--- src/rtl/nihilist_pkg.sv ---
// Shared constants for the Nihilist cipher blocks: the Polybius square,
// the key and its precomputed codes, and the stream FSM state type.
package nihilist_pkg;

  localparam int SQ_N    = 25;
  localparam int KEY_LEN = 9;

  // Row-major 5x5 square; index 0 is the top-left cell.
  localparam logic [0:SQ_N-1][7:0] SQUARE = "MATEIBCDFGHKLNOPQRSUVWXYZ";

  localparam logic [0:KEY_LEN-1][7:0] KEY = "PARASCHIV";

  // Polybius codes of KEY, so the key path needs no lookup.
  localparam logic [0:KEY_LEN-1][7:0] KEY_CODES = {
    8'd41, 8'd12, 8'd43, 8'd12, 8'd44, 8'd22, 8'd31, 8'd15, 8'd51
  };

  localparam logic [7:0] INVALID_CODE = 8'h00;

  typedef enum logic {
    ST_IDLE,
    ST_RUN
  } state_t;

  // Code of the cell at a given square index: (row+1)*10 + (col+1).
  function automatic logic [7:0] square_code(input int idx);
    return 8'((idx / 5 + 1) * 10 + (idx % 5) + 1);
  endfunction

endpackage

--- src/rtl/nihilist_encrypt_stream_polybius_lookup.sv ---
// Combinational Polybius lookup with case folding (a-z -> A-Z, J -> I).
module polybius_lookup
  import nihilist_pkg::*;
(
  input  logic [7:0] char,
  output logic [7:0] code,
  output logic       valid
);

  logic [7:0] folded;

  // NOTE: every combinational output gets a default first, so no path can infer a latch.
  always_comb begin
    folded = char;
    code   = INVALID_CODE;
    valid  = 1'b0;
    if (char >= "a" && char <= "z") folded = char - 8'd32;
    if (folded == "J") folded = "I";
    for (int i = 0; i < SQ_N; i++) begin
      if (SQUARE[i] == folded) begin
        code  = square_code(i);
        valid = 1'b1;
      end
    end
  end

endmodule

--- src/rtl/nihilist_encrypt_stream.sv ---
// Streaming Nihilist encryptor: two-stage pipeline, one cipher byte per
// plaintext character, key position carried across the whole message.
module nihilist_encrypt_stream
  import nihilist_pkg::*;
#(
  parameter int SEC_LEN = 9,
  parameter int ERR_W   = 16
) (
  input  logic             clk,
  input  logic             rst,
  input  logic             start,
  input  logic             in_valid,
  output logic             in_ready,
  input  logic [7:0]       in_char,
  input  logic             in_last,
  output logic             out_valid,
  input  logic             out_ready,
  output logic [7:0]       out_cipher,
  output logic             out_err,
  output logic             out_last,
  output logic [ERR_W-1:0] err_count
);

  localparam int IDX_W = (SEC_LEN > 1) ? $clog2(SEC_LEN) : 1;

  state_t           state_q, state_d;
  logic [IDX_W-1:0] key_idx;
  logic             adv, accept;
  logic [7:0]       lk_code;
  logic             lk_valid;

  logic             s1_valid;
  logic [7:0]       s1_ptext, s1_key;
  logic             s1_err, s1_last;

  polybius_lookup u_lookup (
    .char  (in_char),
    .code  (lk_code),
    .valid (lk_valid)
  );

  assign adv      = !out_valid || out_ready;
  assign in_ready = (state_q == ST_RUN) && adv;
  assign accept   = in_valid && in_ready;

  always_comb begin
    state_d = state_q;
    case (state_q)
      ST_IDLE: if (start) state_d = ST_RUN;
      ST_RUN:  if (accept && in_last) state_d = ST_IDLE;
      default: state_d = ST_IDLE;
    endcase
  end

  // NOTE: sequential state uses non-blocking assignments only; reset is synchronous here.
  always_ff @(posedge clk) begin
    if (rst) begin
      state_q   <= ST_IDLE;
      key_idx   <= '0;
      err_count <= '0;
    end else begin
      state_q <= state_d;
      if (state_q == ST_IDLE && start) begin
        key_idx   <= '0;
        err_count <= '0;
      end else if (accept) begin
        key_idx <= (key_idx == IDX_W'(SEC_LEN - 1)) ? '0 : key_idx + 1'b1;
        if (!lk_valid && err_count != '1) err_count <= err_count + 1'b1;
      end
    end
  end

  // Both stages advance together; payload only loads behind a valid beat.
  always_ff @(posedge clk) begin
    if (rst) begin
      s1_valid   <= 1'b0;
      s1_ptext   <= '0;
      s1_key     <= '0;
      s1_err     <= 1'b0;
      s1_last    <= 1'b0;
      out_valid  <= 1'b0;
      out_cipher <= '0;
      out_err    <= 1'b0;
      out_last   <= 1'b0;
    end else if (adv) begin
      s1_valid  <= accept;
      out_valid <= s1_valid;
      if (accept) begin
        s1_ptext <= lk_code;
        s1_key   <= KEY_CODES[key_idx];
        s1_err   <= !lk_valid;
        s1_last  <= in_last;
      end
      if (s1_valid) begin
        out_cipher <= s1_err ? INVALID_CODE : s1_ptext + s1_key;
        out_err    <= s1_err;
        out_last   <= s1_last;
      end
    end
  end

endmodule

--- config.mk ---
export PLATFORM = sky130hd
export DESIGN_NAME = nihilist_encrypt_stream
export DESIGN_NICKNAME = d
export VERILOG_FILES = /design/src/rtl/nihilist_pkg.sv /design/src/rtl/nihilist_encrypt_stream_polybius_lookup.sv /design/src/rtl/nihilist_encrypt_stream.sv
export SDC_FILE = /design/constraint.sdc
export NUM_CORES = 1
export LEC_CHECK = 0
export CAP_MARGIN = 15
export CORE_MARGIN = 2
export CORE_UTILIZATION = 50
export CTS_CLUSTER_SIZE = 24
export DETAILED_ROUTE_END_ITERATION = 8
export PLACE_DENSITY = 0.84
export SYNTH_ARGS = -nofsm -noshare
export SYNTH_HDL_FRONTEND = slang
export SYNTH_SLANG_ARGS = --single-unit
--- constraint.sdc ---
create_clock -name clk -period 4.5 [get_ports clk]
set_clock_uncertainty 0.05 [all_clocks]
set_input_delay 0.675 -clock clk [delete_from_list [all_inputs] [get_ports clk]]
set_output_delay 0.675 -clock clk [all_outputs]
set_load 0.01 [all_outputs]
==> flow_metrics.env, run 1 <==
export IMPL_crit_path_cell_trace="clkdlybuf4s50_1 -> inv_1 -> ha_1 -> o21ai_1 -> nand2_1 -> o211ai_1 -> nand3b_4 -> or4_1 -> a21oi_1"
export IMPL_worstSetupPathType="in2reg"
export IMPL_cts_resized=0
export IMPL_placementRows=26
export IMPL_initial_core_util_pct=52.8
export IMPL_rsz0062_at_grt="false"
export IMPL_max_stage_delay_ns=0.59
export IMPL_syn_inst=335
export IMPL_clk_pin_slew_ns=0.08
export IMPL_tns_ns=0
export IMPL_ant_nets=0
export IMPL_numCtsBuffers=5
export IMPL_fp_dieW_um=77.9
export IMPL_final_fill_count=436
export IMPL_worst_pin_slew_ns=1.02
export IMPL_yosys_top_cells_count="dfxtp_1, a21oi_1, nor2_1"
export IMPL_wl_mm=6.14
export IMPL_clock_sinks=46
export IMPL_synth_area_leaders="dfxtp_1, a21oi_1, ha_1"
export IMPL_h_tree_depth=2
export IMPL_fmax_mhz=322
export IMPL_critical_path_top_delay_family="simple AND/OR/NAND/NOR gates"
export IMPL_gp_congestion=0.927
export IMPL_synthArstFlopShare_pct=0
export IMPL_worstSetupStartpointType="input port"
export IMPL_setup_viol=0
export IMPL_vdd_drop_max_v=0.000131
export IMPL_cp_data_required_time_ns=4.67
export IMPL_period_share_pct=69.1
export IMPL_io_buffers=40
export IMPL_core_area_um2=5170
export IMPL_period_minus_slack_ns=3.11
export IMPL_synth_warnings=0
export IMPL_outcome="finished clean"
export IMPL_synth_main_ff_cell="dfxtp_1"
export IMPL_ys_seq_elements=46
export IMPL_root_buffer="clkbuf_8"
export IMPL_drcViolationCount=0
export IMPL_leakage_nw=1.15
export IMPL_path_buf_inv=2
export IMPL_syn_nets=361
export IMPL_powerDensity_nw_per_um2=249
export IMPL_antenna_found_initial=0
export IMPL_num_antenna_cells=0
export IMPL_grt_usage_pct=21.2
export IMPL_synth_distinct_cells=63
export IMPL_die_area_um2=6060
export IMPL_ff2ff_setup_slack_ns=2.23
export IMPL_seq_area_frac_synth_pct=33.7
export IMPL_dr_pass1_iters=4
export IMPL_area_delta_synth_final_pct=17.4
export IMPL_endpoint_kind="flop"
export IMPL_slew_headroom_pct=31.5
export IMPL_vias=2515
export IMPL_grt_max_degree=31
export IMPL_synth_edff_count=0
export IMPL_hpwl_mm=4.44
export IMPL_drv_slew=0
export IMPL_grt_pass1_wl_mm=10.5
export IMPL_crit_slowest_cell="or4_1"
export IMPL_layout_nets=388
export IMPL_layout_drive_gt1_share_pct=6.06
export IMPL_syn_area_per_cell_um2=8.15
export IMPL_hp_class="reg2reg"
export IMPL_finalWorstSetupSlack_ns=1.39
export IMPL_hold_viol_final=0
export IMPL_die_y_um=77.9
export IMPL_io_pins=42
export IMPL_clk_insertion_delay_late_ns=0.30
export IMPL_yosysMostFrequentCell="dfxtp_1"
export IMPL_crit_path_max_fanout=30
export IMPL_synth_top_cell_area_share_pct=33.7
export IMPL_grt_overflow=0
export IMPL_drv_cap=0
export IMPL_cts_tree="yes"
export IMPL_arrival_ns=3.28
export IMPL_drtIter0Drc=136
export IMPL_synth_area_um2=2730
export IMPL_cts_hold_buf=0
export IMPL_cts_max_path_buffers=2
export IMPL_grt_pass1_vias=2340
export IMPL_cts_setup_buffers=0
export IMPL_place_ws_ns=1.13
export IMPL_wl_per_cell_um=14.2
export IMPL_routed_via_density=5.81
export IMPL_yosys_area_top_type="dfxtp_1"
## area by class of cell
cell class                 instances  area (um^2)  share of cell area [%]
timing repair buffer              42          415                    13.0
tap                               70         87.6                    2.73
multi-input combinational        256         1650                    51.4
inverter                          11         41.3                    1.29
sequential                        46          921                    28.7
clock inverter                     1         5.00                   0.156
clock buffer                       7         86.3                    2.69
## stage by stage
step / area [um^2] / power (W) / hold slack (ns) / util (%) / std cells
after global placement: 3110 / 0.000549 / 0.389 / 60.2 / 425
after CTS: 3200 / 0.000804 / 0.406 / 61.9 / 433
after floorplan: 2730 / 0.000520 / 0.387 / - / 335
after global routing: 3200 / 0.000838 / 0.446 / 61.9 / 433
final: 3200 / 0.000798 / 0.403 / 61.9 / 433
after detailed placement: 3110 / 0.000551 / 0.394 / 60.2 / 425
## state kept, by name (all words and copies together) (netlist names)
name	count
out_cipher	7
key_idx	4
s1_valid	1
out_err	1
out_valid	1
state_q	1
out_last	1
s1_err	1
s1_ptext	6
s1_key	6
s1_last	1
err_count	16
## report_power, final
part	switching (W)	internal (W)	leakage (nW)
clock	0.000131	0.000124	0.0482
sequential	0.00000892	0.000417	0.373
combinational	0.0000683	0.0000488	0.728
total	0.000208	0.000590	1.15
## placed cells by master, fill, tap and decap left out, drive strengths merged, types with 2 or more instances in the layout
master          n
nand3          12
nor4            3
or4             9
nand3b          3
o2111ai         2
clkbuf          7
and3            6
nor3b           3
a21oi          40
o21ai          13
nand2b          3
a22oi           5
nor2           33
a211oi          9
a21o            5
o21a            2
clkdlybuf4s50  40
nand2          26
ha             11
o22ai           2
o31ai          10
o21bai          2
and2            2
or3             7
o21ba           2
inv            11
dfxtp          46
xor2            6
xnor2           4
nand4           6
nor3            8
a2111oi         2
buf             2
nor2b           3
## logic make-up (layout without fill, tap and decap cells)
family / Yosys count / after routing / synth area share, %
buf+inv: 33 / 61 / 5.87
other cells: 1 / 1 / 0.137
xor+xnor: 10 / 10 / 3.21
flops: 46 / 46 / 33.7
mux: 2 / 2 / 0.779
simple gates: 127 / 127 / 24.7
fa+ha+maj: 12 / 12 / 5.78
compound gates: 104 / 104 / 25.8
## worst paths after layout
check                          endpoint  cells after the start                  startpoint
max           err_count[5]$_SDFFE_PP0P_                      9                  in_char[5]
min          out_cipher[6]$_SDFFE_PP0P_                      2  out_cipher[6]$_SDFFE_PP0P_
max reg2reg   err_count[5]$_SDFFE_PP0P_                      7      out_valid$_SDFFE_PP0N_
min reg2reg  out_cipher[6]$_SDFFE_PP0P_                      2  out_cipher[6]$_SDFFE_PP0P_
## metal layers
layer	vias to the layer above	track usage [%]	part of all wire, %
met4	0	8.21	2.3
met5	-	0	0
met1	1146	26.5	45
met2	67	36.0	48
li1	1289	-	-
met3	13	4.07	4.1
## worst reg2reg max path, stage by stage, from the launching register on
cell and delay (ns):
dfxtp_1 0.32, nand2b_2 0.13, and3_1 0.18, buf_4 0.23, o211ai_1 0.17, nand3b_4 0.37, or4_1 0.59, a21oi_1 0.16
Power figures use the tool's default switching activity.
==> inputs of run 2 (changes only) <==
--- a/config.mk
+++ b/config.mk
@@ -7,10 +7,10 @@
 export LEC_CHECK = 0
 export CAP_MARGIN = 15
 export CORE_MARGIN = 2
-export CORE_UTILIZATION = 50
+export CORE_UTILIZATION = 49
 export CTS_CLUSTER_SIZE = 24
 export DETAILED_ROUTE_END_ITERATION = 8
-export PLACE_DENSITY = 0.84
+export PLACE_DENSITY = 0.86
 export SYNTH_ARGS = -nofsm -noshare
 export SYNTH_HDL_FRONTEND = slang
 export SYNTH_SLANG_ARGS = --single-unit
==> constraint.sdc (replaced) <==
create_clock -name clk -period 2.6 [get_ports clk]
set_clock_uncertainty 0.05 [all_clocks]
set_input_delay 0.39 -clock clk [delete_from_list [all_inputs] [get_ports clk]]
set_output_delay 0.39 -clock clk [all_outputs]
set_load 0.01 [all_outputs]
==> run 2 against run 1 <==
Largest power group unchanged. Die area up 1.9%. Highest routed layer unchanged. Sequential power rose by 73%. Hold slack better by 0.0039 ns. Non-clock buffer count increased by 32. Combinational power up 120%. Largest cell class unchanged. Critical path depth is 1 lower. Via count increased by 9.9%. Flip-flop and latch count stayed put.
==> flow_metrics.env, run 2 (same netlist as run 1, synthesis figures left out) <==
export IMPL_switching_power_w=0.000394
export IMPL_vias=2765
export IMPL_finalWorstSetupSlack_ns=0.140
export IMPL_ff2ff_setup_slack_ns=0.41
export IMPL_highest_layer="met4"
export IMPL_slew_headroom_pct=51.4
export IMPL_holdPathStages=2
export IMPL_core_area_um2=5440
export IMPL_antenna_found_initial=0
export IMPL_min_to="out_cipher[6]$_SDFFE_PP0P_"
export IMPL_fin_area_um2=3550
export IMPL_worstSetupPathType="in2reg"
export IMPL_cts_tree="yes"
export IMPL_layout_nets=422
export IMPL_dr_pass1_iters=4
export IMPL_min_from="out_cipher[6]$_SDFFE_PP0P_"
export IMPL_hp_class="reg2reg"
export IMPL_fmax_mhz=407
export IMPL_p_int_w=0.00123
export IMPL_h_tree_depth=2
export IMPL_largest_reg_flops=16
export IMPL_fin_hold_ws_ns=0.407
export IMPL_wl_met2_mm=3.41
export IMPL_tns_ns=0
export IMPL_ant_nets=0
export IMPL_swShare_pct=24.3
export IMPL_path_buf_inv=2
export IMPL_power_frac_comb_pct=15.7
export IMPL_rsz0062_at_grt="false"
export IMPL_cts_hold_buf=0
export IMPL_initial_core_util_pct=50.2
export IMPL_outcome="finished clean"
export IMPL_placedCellCount=458
export IMPL_met1_length_mm=2.96
export IMPL_crit_path_cell_trace="clkdlybuf4s50_1 -> buf_4 -> nor3_4 -> a211oi_2 -> o221ai_4 -> nand3b_4 -> or4_1 -> a21oi_1"
export IMPL_fp_dieW_um=78.6
export IMPL_postPlaceCellArea_um2=3360
export IMPL_hpwl_mm=4.78
export IMPL_drcViolationCount=0
export IMPL_vdd_drop_max_v=0.000287
export IMPL_period_minus_slack_ns=2.46
export IMPL_area_delta_synth_final_pct=30.0
export IMPL_clk_insertion_delay_late_ns=0.30
export IMPL_grt_pass1_vias=2446
export IMPL_period_share_pct=94.6
export IMPL_cts_max_path_buffers=2
export IMPL_leakage_nw=1.35
export IMPL_wl_mm=7.00
export IMPL_drtIter0Drc=271
export IMPL_placementRows=27
export IMPL_seq_power_share_pct=45.5
export IMPL_crit_path_max_fanout=8
export IMPL_rr_startpoint="err_count[6]$_SDFFE_PP0P_"
export IMPL_io_buffers=40
export IMPL_wl_per_cell_um=14.9
export IMPL_grt_max_degree=26
export IMPL_grt_usage_pct=21.6
export IMPL_layout_commonest_cell="dfxtp_1"
export IMPL_top_register="err_count"
export IMPL_max_stage_delay_ns=0.53
export IMPL_worstSetupStartpointType="input port"
export IMPL_final_cell_mix="dfxtp_1, clkdlybuf4s50_1, a21oi_1, nor2_1, buf_4"
export IMPL_final_cells=469
export IMPL_critical_path_top_delay_family="simple AND/OR/NAND/NOR gates"
export IMPL_die_y_um=78.6
export IMPL_clkPwrFrac_pct=38.8
export IMPL_cp_data_required_time_ns=2.77
export IMPL_clk_pin_slew_ns=0.09
export IMPL_layout_drive_gt1_share_pct=14.4
export IMPL_io_pins=42
export IMPL_num_antenna_cells=0
export IMPL_gp_congestion=0.859
export IMPL_endpoint_kind="flop"
export IMPL_clock_sinks=46
export IMPL_numCtsBuffers=5
export IMPL_place_ws_ns=-0.202
export IMPL_drv_cap=0
export IMPL_timing_rr_end="err_count[15]$_SDFFE_PP0P_"
export IMPL_root_buffer="clkbuf_8"
export IMPL_drv_slew=0
export IMPL_powerDensity_nw_per_um2=457
export IMPL_die_area_um2=6180
export IMPL_wl_met3_um=495
export IMPL_routed_via_density=5.90
export IMPL_arrival_ns=2.63
export IMPL_crit_slowest_cell="or4_1"
export IMPL_worst_pin_slew_ns=0.721
export IMPL_grt_overflow=0
export IMPL_hold_viol_final=0
export IMPL_r2r_cells=6
export IMPL_reg_top3="err_count x16, out_cipher x7"
export IMPL_setup_viol=0
export IMPL_grt_pass1_wl_mm=10.9
-- run 2: what timing repair did --
| item | in CTS | in global routing |
|---|---|---|
| gates resized for setup | 0 | 3 |
| endpoints found under the setup margin | 0 | 13 |
| buffers inserted | 0 | 1 |
-- run 2: how the worst max path moves through the flow --
stage / from / endpoint / depth (start not counted)
after global routing: in_char[5] / s1_ptext[0]$_SDFFE_PP0P_ / 10
final: in_char[0] / err_count[15]$_SDFFE_PP0P_ / 8
after floorplan: in_char[5] / err_count[14]$_SDFFE_PP0P_ / 9
after global placement: in_char[0] / err_count[11]$_SDFFE_PP0P_ / 8
after detailed placement: in_char[5] / err_count[10]$_SDFFE_PP0P_ / 9
after CTS: in_char[5] / err_count[15]$_SDFFE_PP0P_ / 9
-- run 2: area by class of cell --
| type | instances | area [um^2] |
|---|---|---|
| Sequential cell | 46 | 921 |
| Inverter | 11 | 41.3 |
| Multi-Input combinational cell | 258 | 1690 |
| Tap cell | 72 | 90.1 |
| Clock buffer | 5 | 68.8 |
| Fill cell | 439 | 1890 |
| Clock inverter | 3 | 68.8 |
| Timing Repair Buffer | 74 | 668 |
-- run 2: power by group through the flow --
stage | Combinational, W | Sequential [W] | Clock [W]
detailed placement | 0.000241 | 0.000753 | 0
CTS | 0.000244 | 0.000737 | 0.000636
global placement | 0.000234 | 0.000752 | 0
finish | 0.000254 | 0.000737 | 0.000629
floorplan | 0.000150 | 0.000750 | 0
global route | 0.000277 | 0.000739 | 0.000668
-- run 2: tightest hold or removal path, stage by stage (launching register included) --
cell	delay, ns
dfxtp_1	0.32
nand2_1	0.05
a21oi_1	0.05
-- run 2: layer usage --
metal  track usage [%]  vias up
met5                 0        -
met4              7.37        0
met3              3.91       12
met2              37.2      105
met1              27.2     1293
li1                  -     1355
-- run 2: per-stage QoR --
stage	total power (W)	utilization, %
global route	0.00169	65.2
finish	0.00162	65.2
detailed placement	0.000994	61.8
global placement	0.000986	61.8
floorplan	0.000900	-
CTS	0.00162	64.3
